$ cat src/rtl/dmem_arbiter.sv
// Round-robin arbiter sharing one data-memory port among NUM_REQ requesters.
// One transaction in flight at a time; each one takes MEM_LAT strobe cycles
// followed by a single-cycle ack, then a mandatory IDLE cycle.
module dmem_arbiter #(
  parameter int NUM_REQ = 2,
  parameter int AW      = 8,
  parameter int DW      = 16,
  parameter int MEM_LAT = 1
) (
  input  logic                  clk,
  input  logic                  reset,
  input  logic [NUM_REQ-1:0]    req,
  input  logic [NUM_REQ-1:0]    we,
  input  logic [NUM_REQ*AW-1:0] addr,
  input  logic [NUM_REQ*DW-1:0] wdata,
  output logic [NUM_REQ-1:0]    ack,
  output logic [NUM_REQ-1:0]    grant,
  output logic [DW-1:0]         rdata,
  output logic                  busy,
  output logic [AW-1:0]         mem_addr,
  output logic [DW-1:0]         mem_wdata,
  output logic                  mem_rd,
  output logic                  mem_wr,
  input  logic [DW-1:0]         mem_rdata
);

  localparam int LW = $clog2(NUM_REQ);
  localparam int CW = (MEM_LAT > 1) ? $clog2(MEM_LAT) : 1;
  localparam logic [CW-1:0] CNT_LOAD = CW'(MEM_LAT - 1);
  localparam logic [LW-1:0] LAST_RST = LW'(NUM_REQ - 1);

  typedef enum logic [1:0] {IDLE, ACCESS, RESP} state_t;

  state_t state, state_nxt;
  logic [NUM_REQ-1:0] grant_nxt, ack_nxt;
  logic [DW-1:0]      rdata_nxt, mem_wdata_nxt;
  logic [AW-1:0]      mem_addr_nxt;
  logic               mem_rd_nxt, mem_wr_nxt;
  logic [CW-1:0]      cnt, cnt_nxt;
  logic [LW-1:0]      last, last_nxt;

  logic               pick_valid;
  logic [LW-1:0]      pick, pidx;
  logic               sel_we;
  logic [AW-1:0]      sel_addr;
  logic [DW-1:0]      sel_wdata;

  assign busy = (state != IDLE);

  // Round-robin scan starting just after the previous winner; scanning the
  // offsets backwards lets the nearest asserted requester overwrite the rest.
  always_comb begin
    pick_valid = 1'b0;
    pick       = '0;
    pidx       = '0;
    for (int k = NUM_REQ; k >= 1; k--) begin
      pidx = LW'((int'(last) + k) % NUM_REQ);
      if (req[pidx]) begin
        pick_valid = 1'b1;
        pick       = pidx;
      end
    end
  end

  // Select the winning requester's command fields out of the flattened buses.
  always_comb begin
    sel_we    = 1'b0;
    sel_addr  = '0;
    sel_wdata = '0;
    for (int i = 0; i < NUM_REQ; i++) begin
      if (LW'(i) == pick) begin
        sel_we    = we[i];
        sel_addr  = addr[i*AW +: AW];
        sel_wdata = wdata[i*DW +: DW];
      end
    end
  end

  // Next-state and next-output logic; every register holds unless changed.
  always_comb begin
    state_nxt     = state;
    grant_nxt     = grant;
    ack_nxt       = ack;
    rdata_nxt     = rdata;
    mem_addr_nxt  = mem_addr;
    mem_wdata_nxt = mem_wdata;
    mem_rd_nxt    = mem_rd;
    mem_wr_nxt    = mem_wr;
    cnt_nxt       = cnt;
    last_nxt      = last;
    case (state)
      IDLE: begin
        ack_nxt   = '0;
        grant_nxt = '0;
        if (pick_valid) begin
          grant_nxt     = NUM_REQ'(1) << pick;
          last_nxt      = pick;
          mem_addr_nxt  = sel_addr;
          mem_wdata_nxt = sel_wdata;
          mem_wr_nxt    = sel_we;
          mem_rd_nxt    = ~sel_we;
          cnt_nxt       = CNT_LOAD;
          state_nxt     = ACCESS;
        end
      end
      ACCESS: begin
        if (cnt == '0) begin
          if (mem_rd) begin
            rdata_nxt = mem_rdata;
          end
          mem_rd_nxt = 1'b0;
          mem_wr_nxt = 1'b0;
          ack_nxt    = grant;
          state_nxt  = RESP;
        end else begin
          cnt_nxt = cnt - CW'(1);
        end
      end
      RESP: begin
        ack_nxt   = '0;
        grant_nxt = '0;
        state_nxt = IDLE;
      end
      default: begin
        state_nxt = IDLE;
      end
    endcase
  end

  // State register; reset abandons any transaction in flight without an ack.
  always_ff @(posedge clk or negedge reset) begin
    if (!reset) begin
      state     <= IDLE;
      grant     <= '0;
      ack       <= '0;
      rdata     <= '0;
      mem_addr  <= '0;
      mem_wdata <= '0;
      mem_rd    <= 1'b0;
      mem_wr    <= 1'b0;
      cnt       <= '0;
      last      <= LAST_RST;
    end else begin
      state     <= state_nxt;
      grant     <= grant_nxt;
      ack       <= ack_nxt;
      rdata     <= rdata_nxt;
      mem_addr  <= mem_addr_nxt;
      mem_wdata <= mem_wdata_nxt;
      mem_rd    <= mem_rd_nxt;
      mem_wr    <= mem_wr_nxt;
      cnt       <= cnt_nxt;
      last      <= last_nxt;
    end
  end

endmodule
$ cat config.mk
export PLATFORM = sky130hd
export DESIGN_NAME = dmem_arbiter
export DESIGN_NICKNAME = d
export VERILOG_FILES = /design/src/rtl/dmem_arbiter.sv
export SDC_FILE = /design/constraint.sdc
export NUM_CORES = 1
export LEC_CHECK = 0
export CORE_ASPECT_RATIO = 0.7
export CORE_UTILIZATION = 25
export CTS_CLUSTER_DIAMETER = 80
export CTS_CLUSTER_SIZE = 20
export DETAILED_ROUTE_END_ITERATION = 8
export GPL_TIMING_DRIVEN = 0
export PLACE_DENSITY_LB_ADDON = 0.25
export SLEW_MARGIN = 40
export SYNTH_ARGS = -nofsm -noshare
export SYNTH_HDL_FRONTEND = slang
export SYNTH_SLANG_ARGS = --single-unit
$ cat constraint.sdc
create_clock -name clk -period 2.7 [get_ports clk]
set_input_delay 0.54 -clock clk [delete_from_list [all_inputs] [get_ports clk]]
set_output_delay 0.54 -clock clk [all_outputs]
set_load 0.02 [all_outputs]
**Word-level counts from Yosys, hierarchy flattened**

Index checks and enable logic that the tools add are counted.

- Output and inout bits: 47
- Bits in writable memories: 0
- Bits in read-only memories: 0
- Logic and storage cells: 60
- Flip-flop bits (word level): 50
- Bits in latches: 0
- Memories: 0
- Input bits: 70

- Shift operators: 1
- $mul: 0
- Eq/ne operators: 4
- $lt $le $gt $ge: 2
- Reduce and logical (&&, ||, !) cells: 12
- Muxes and demuxes: 26
- Bitwise operators: 2
- Div/mod/pow operators: 0
- Add/subtract/negate cells: 3

Operators by type and width:

| kind | count |
|---|---|
| two-way mux 16 bit | 1 |
| two-way mux 1 bit | 14 |
| case mux 2 bit (2 select lines) | 3 |
| two-way mux 2 bit | 4 |
| two-way mux 8 bit | 1 |
| AND reduction 2 bit | 4 |
| nonzero test 2 bit | 4 |
| case mux 1 bit (2 select lines) | 3 |
| AND reduction 3 bit | 2 |
| less-than comparator 1 x 2 -> 1 bit, second input constant | 2 |
| != test 2 bit, second input constant | 2 |
| adder 1 bit, second input constant | 2 |
| equality test 2 x 1 -> 1 bit, second input constant | 1 |
| equality test 2 bit, second input constant | 1 |
| zero test 2 bit | 1 |
| inverter 1 bit | 2 |
| OR reduction 2 bit | 1 |
| left shift 1 x 1 -> 2 bit, first input constant | 1 |
| subtractor 1 bit, second input constant | 1 |

**Longest topological paths before layout**

- Word-level depth: 9
- Depth in mapped cells: 5
- Gate-level depth less buffers: 4

**Worst setup path after synthesis**

Ideal clock, no wire load.

- Kind: input -> register
- Start: input port req[1]
- End: register mem_addr[0]
- Stages on the path: 5
- Path buffers: 2
- Slack: 1.038 ns
- Arrival: 1.537 ns
- Cells stage by stage: a21bo_1 -> buf_6 -> buf_12 -> mux2_4 -> mux2_4

- Longest elaborated chain between the ends: 5

Ends and longest elaborated chain:

| what | RTL line | source |
|---|---|---|
| start, declared | 12 | `input logic [NUM_REQ-1:0] req,` |
| two-way mux 1 bit (not written as such) (2 in series) | 58 | `if (req[pidx]) begin` |
| two-way mux 1 bit (2 in series) | 58 |  |
| two-way mux 8 bit or AND reduction 2 bit (tied branches) | -- |  |
| end signal, assigned | 148 | `mem_addr <= mem_addr_nxt;` |
| end, declared | 20 | `output logic [AW-1:0] mem_addr,` |

Parallel ways exist; a longest one is shown, timed or not. The select of a mux whose other input is x is not followed.
A chain may end at the register's enable or synchronous reset.

**Final worst setup path**

- Start: register state[0]
- End: output port busy

- Longest elaborated chain between the ends: 1

Ends and longest elaborated chain:

| what | RTL line | source |
|---|---|---|
| start, declared | 34 | `state_t state, state_nxt;` |
| start signal, assigned | 144 | `state <= state_nxt;` |
| nonzero test 2 bit | 48 | `assign busy = (state != IDLE);` |
| end, declared | 19 | `output logic busy,` |

No other way between the ends.

==> results_dict.tcl <==
set metrics [dict create \
    setup.worst_path.end_class "output pin" \
    tritoncts "yes" \
    cts_root_buf "clkbuf_16" \
    tightestPinTransition_ns 0.331 \
    clk_pin_slew_ns 0.06 \
    mappedNetlistArea_um2 2300 \
    yosys.area_share.xor_xnor_pct 0 \
    area_growth_syn_to_layout_pct 64.0 \
    synthesis.nets 211 \
    fin_ws_ns 0.488 \
    relSlewSlack_pct 77.9 \
    gp_routability_congestion 0.643 \
    synth.top_cells.by_area "dfrtp_1 52%, mux2_4 23%, mux2_2 15%" \
    routed_wirelength_um 5110 \
    largest_net_degree_at_the_start_of_global_routing 33 \
    dp_slack_ns 0.431 \
    post_synth.cell_area_avg_um2 16.3 \
    via_per_inst 3.98 \
    firstDrtPassIters 3 \
    footprint_of_the_multi_input_gates_um2 992 \
    regToRegEndpoint "mem_wdata[10]" \
    critical_path.reg2reg.startpoint "state[0]" \
    placement_rows 28 \
    syn_inst 141 \
    dieWidth_um 117 \
    timing.final.hold_violations 0 \
    io-pin-count 117 \
    ctsLongestPathBuffers 2 \
    power.total_mw 4.20 \
    worst_hold_margin_ns 0.121 \
    timing.final.crit_share_pct 81.9 \
    cts_htree_levels 2 \
    achievable-frequency_mhz 452 \
    path_delay_family "buffers and inverters" \
    leakagePower_nw 1.63 \
    synth_top_cell_by_area "dfrtp_1" \
    cts.sink_count 49 \
    port-buffer-count 116 \
    peak_supply_drop_mv 0.362 \
    report.final.setup_viol 0 \
    timing.critical_path.depth 3 \
    grt_pass1_vias 1593 \
    layout.cells.most_common "clkdlybuf4s50_1" \
    ys_seq_area_share_pct 53.3 \
    largest_fanout_on_the_critical_path 6 \
    timing.critical_path.buf_inv 2 \
    crit_required_ns 2.16 \
    finalSetupTns_ns 0 \
    yosys.area_share.adder_pct 0 \
    diodes 0 \
    area.sequential_um2 1230 \
    clock_skew_ns 0.00295 \
    fp.dieArea_um2 9600 \
    final_core_util_pct 43.4 \
    crit_path_top_delay_cell "clkdlybuf4s50_1" \
    ff_to_ff_setup_slack_ns 0.95 \
    biggest_cell_delay_along_the_critical_path_ns 0.56 \
    num-nets-final 335 \
    dr.first_iter.drc_count 30 \
    vias 1536 \
    filler_cell_count 835 \
    floorplan.initialDensity_pct 26.5 \
    detailedPlacementHpwl_um 3960 \
    r2r_cells 5 \
    layout_common_cells "115 x clkdlybuf4s50_1, 48 x dfrtp_1, 36 x mux2_4" \
    cts.hold.buffers_added 0 \
    dieHeight_um 82.3 \
    critPathLaunchType "flip-flop" \
    wire_length_of_the_first_global_routing_pass_um 7770 \
    fraction_of_final_layout_cells_with_drive_strength_greater_than_1_pct 31.6 \
    placeable_core_region_um2 8690 \
    cp-endpoint "busy" \
    rsz0062_at_grt "false" \
    post_synthesis_compound_gate_area_fraction_pct 1.90 \
    gr-usage-all-layers_pct 10.8 \
    avgRoutedWirePerCell_um 13.2 \
    worstPathArrival_ns 1.67 \
    grt_antenna_before_repair 0 \
    final.min_clock_period_ns 2.21 \
    gr-total-overflow 0 \
    postcts_setup_bufs 0 \
    number_of_gates_resized_after_cts 0 \
    crit_path_cell_trace "nor2_1 -> inv_1 -> clkdlybuf4s50_1" \
    maxCapViolCount 0 \
    synth_simple_gate_area_share_pct 1.74 \
    synth_warnings 0 \
    number_of_nets_with_antenna_violations_after_detailed_routing 0 \
    number_of_register_bits_inferred_by_synthesis 49 \
    post_route_drc_violation_count 0 \
    synth_mux_area_share_pct 39.5 \
    timing_worst_setup_path_type "reg2out" \
    insertion_delay_ns 0.28 \
    synth.distinct_cells 22 \
    post-synth-top-area-fraction_pct 52.2 \
    critPathLaunch "state[0]" \
    worst_hold_path_type "in2async" \
    cts_inserted_buffers 5 \
    largest_family_of_logic_cells_by_synthesized_area "multiplexers" \
    power_density_nw_per_um2 1110 \
    slew_violations 0 \
    outcome "completed" \
]
==> cell usage after synthesis, drive strengths merged <==
| master | instances |
|---|---|
| mux2 | 66 |
| o21ai | 2 |
| inv | 3 |
| a22o | 1 |
| nor2b | 2 |
| and2 | 1 |
| nor2 | 1 |
| a21oi | 1 |
| buf | 6 |
| dfrtp | 48 |
| nand2 | 3 |
| a21bo | 1 |
| nand2b | 1 |
| a31oi | 1 |
| mux2i | 3 |
| dfstp | 1 |
==> report_power, final <==
part	switching, mW	internal (mW)
sequential	0.201	1.11
clock	0.262	0.344
combinational	0.968	1.31
==> sequential cells by signal (all words and copies together) (netlist names) <==
name,flops
rdata,16
mem_wdata,16
grant,2
mem_rd,1
ack,2
mem_wr,1
state,2
mem_addr,8
last,1
==> layer usage <==
layer  wire length (µm)  global-route usage (%)  vias up
met5                  0                       0        -
met2               2090                    16.6       69
met4                 10                    2.66        0
met3                566                    4.67        2
met1               2450                    14.0      721
li1                   -                       -      744
==> worst min-delay path by stage <==
stage / from / end / slack, ns / cells after the start
floorplan: reset / ack[0] / 0.24 / 0
global placement: rdata[0] / rdata[0] / 0.49 / 1
detailed placement: reset / rdata[0] / 0.43 / 1
CTS: reset / rdata[0] / 0.12 / 1
global route: reset / rdata[0] / 0.13 / 1
finish: reset / rdata[0] / 0.12 / 1
==> stage by stage <==
step,cell area [µm²],instances
after floorplan,2300,141
after global placement,3610,377
after detailed placement,3630,378
after CTS,3770,386
after global routing,3770,386
final,3770,386
==> layout make-up <==
cell class	instances	share of cell area, %
clock buffers	6	3.41
flip-flops and latches	49	32.5
multi-input cells	83	26.3
inverters	3	0.298
clock inverters	2	0.398
plain buffers	6	1.89
well taps	120	3.98
repair buffers	117	31.2
==> logic make-up (layout without fill, tap and decap cells) <==
| group | after synthesis | after routing |
|---|---|---|
| compound gates | 6 | 6 |
| mux | 69 | 69 |
| flops | 49 | 49 |
| simple gates | 8 | 8 |
| buf+inv | 9 | 134 |
==> worst register-to-register path: stages, from the launching register on <==
cell and delay (ns):
dfrtp_1 0.42, nor2_1 0.30, o21ai_2 0.15, inv_2 0.17, buf_4 0.26, mux2_4 0.32
Note: power is estimated with default switching activity, not from simulation.
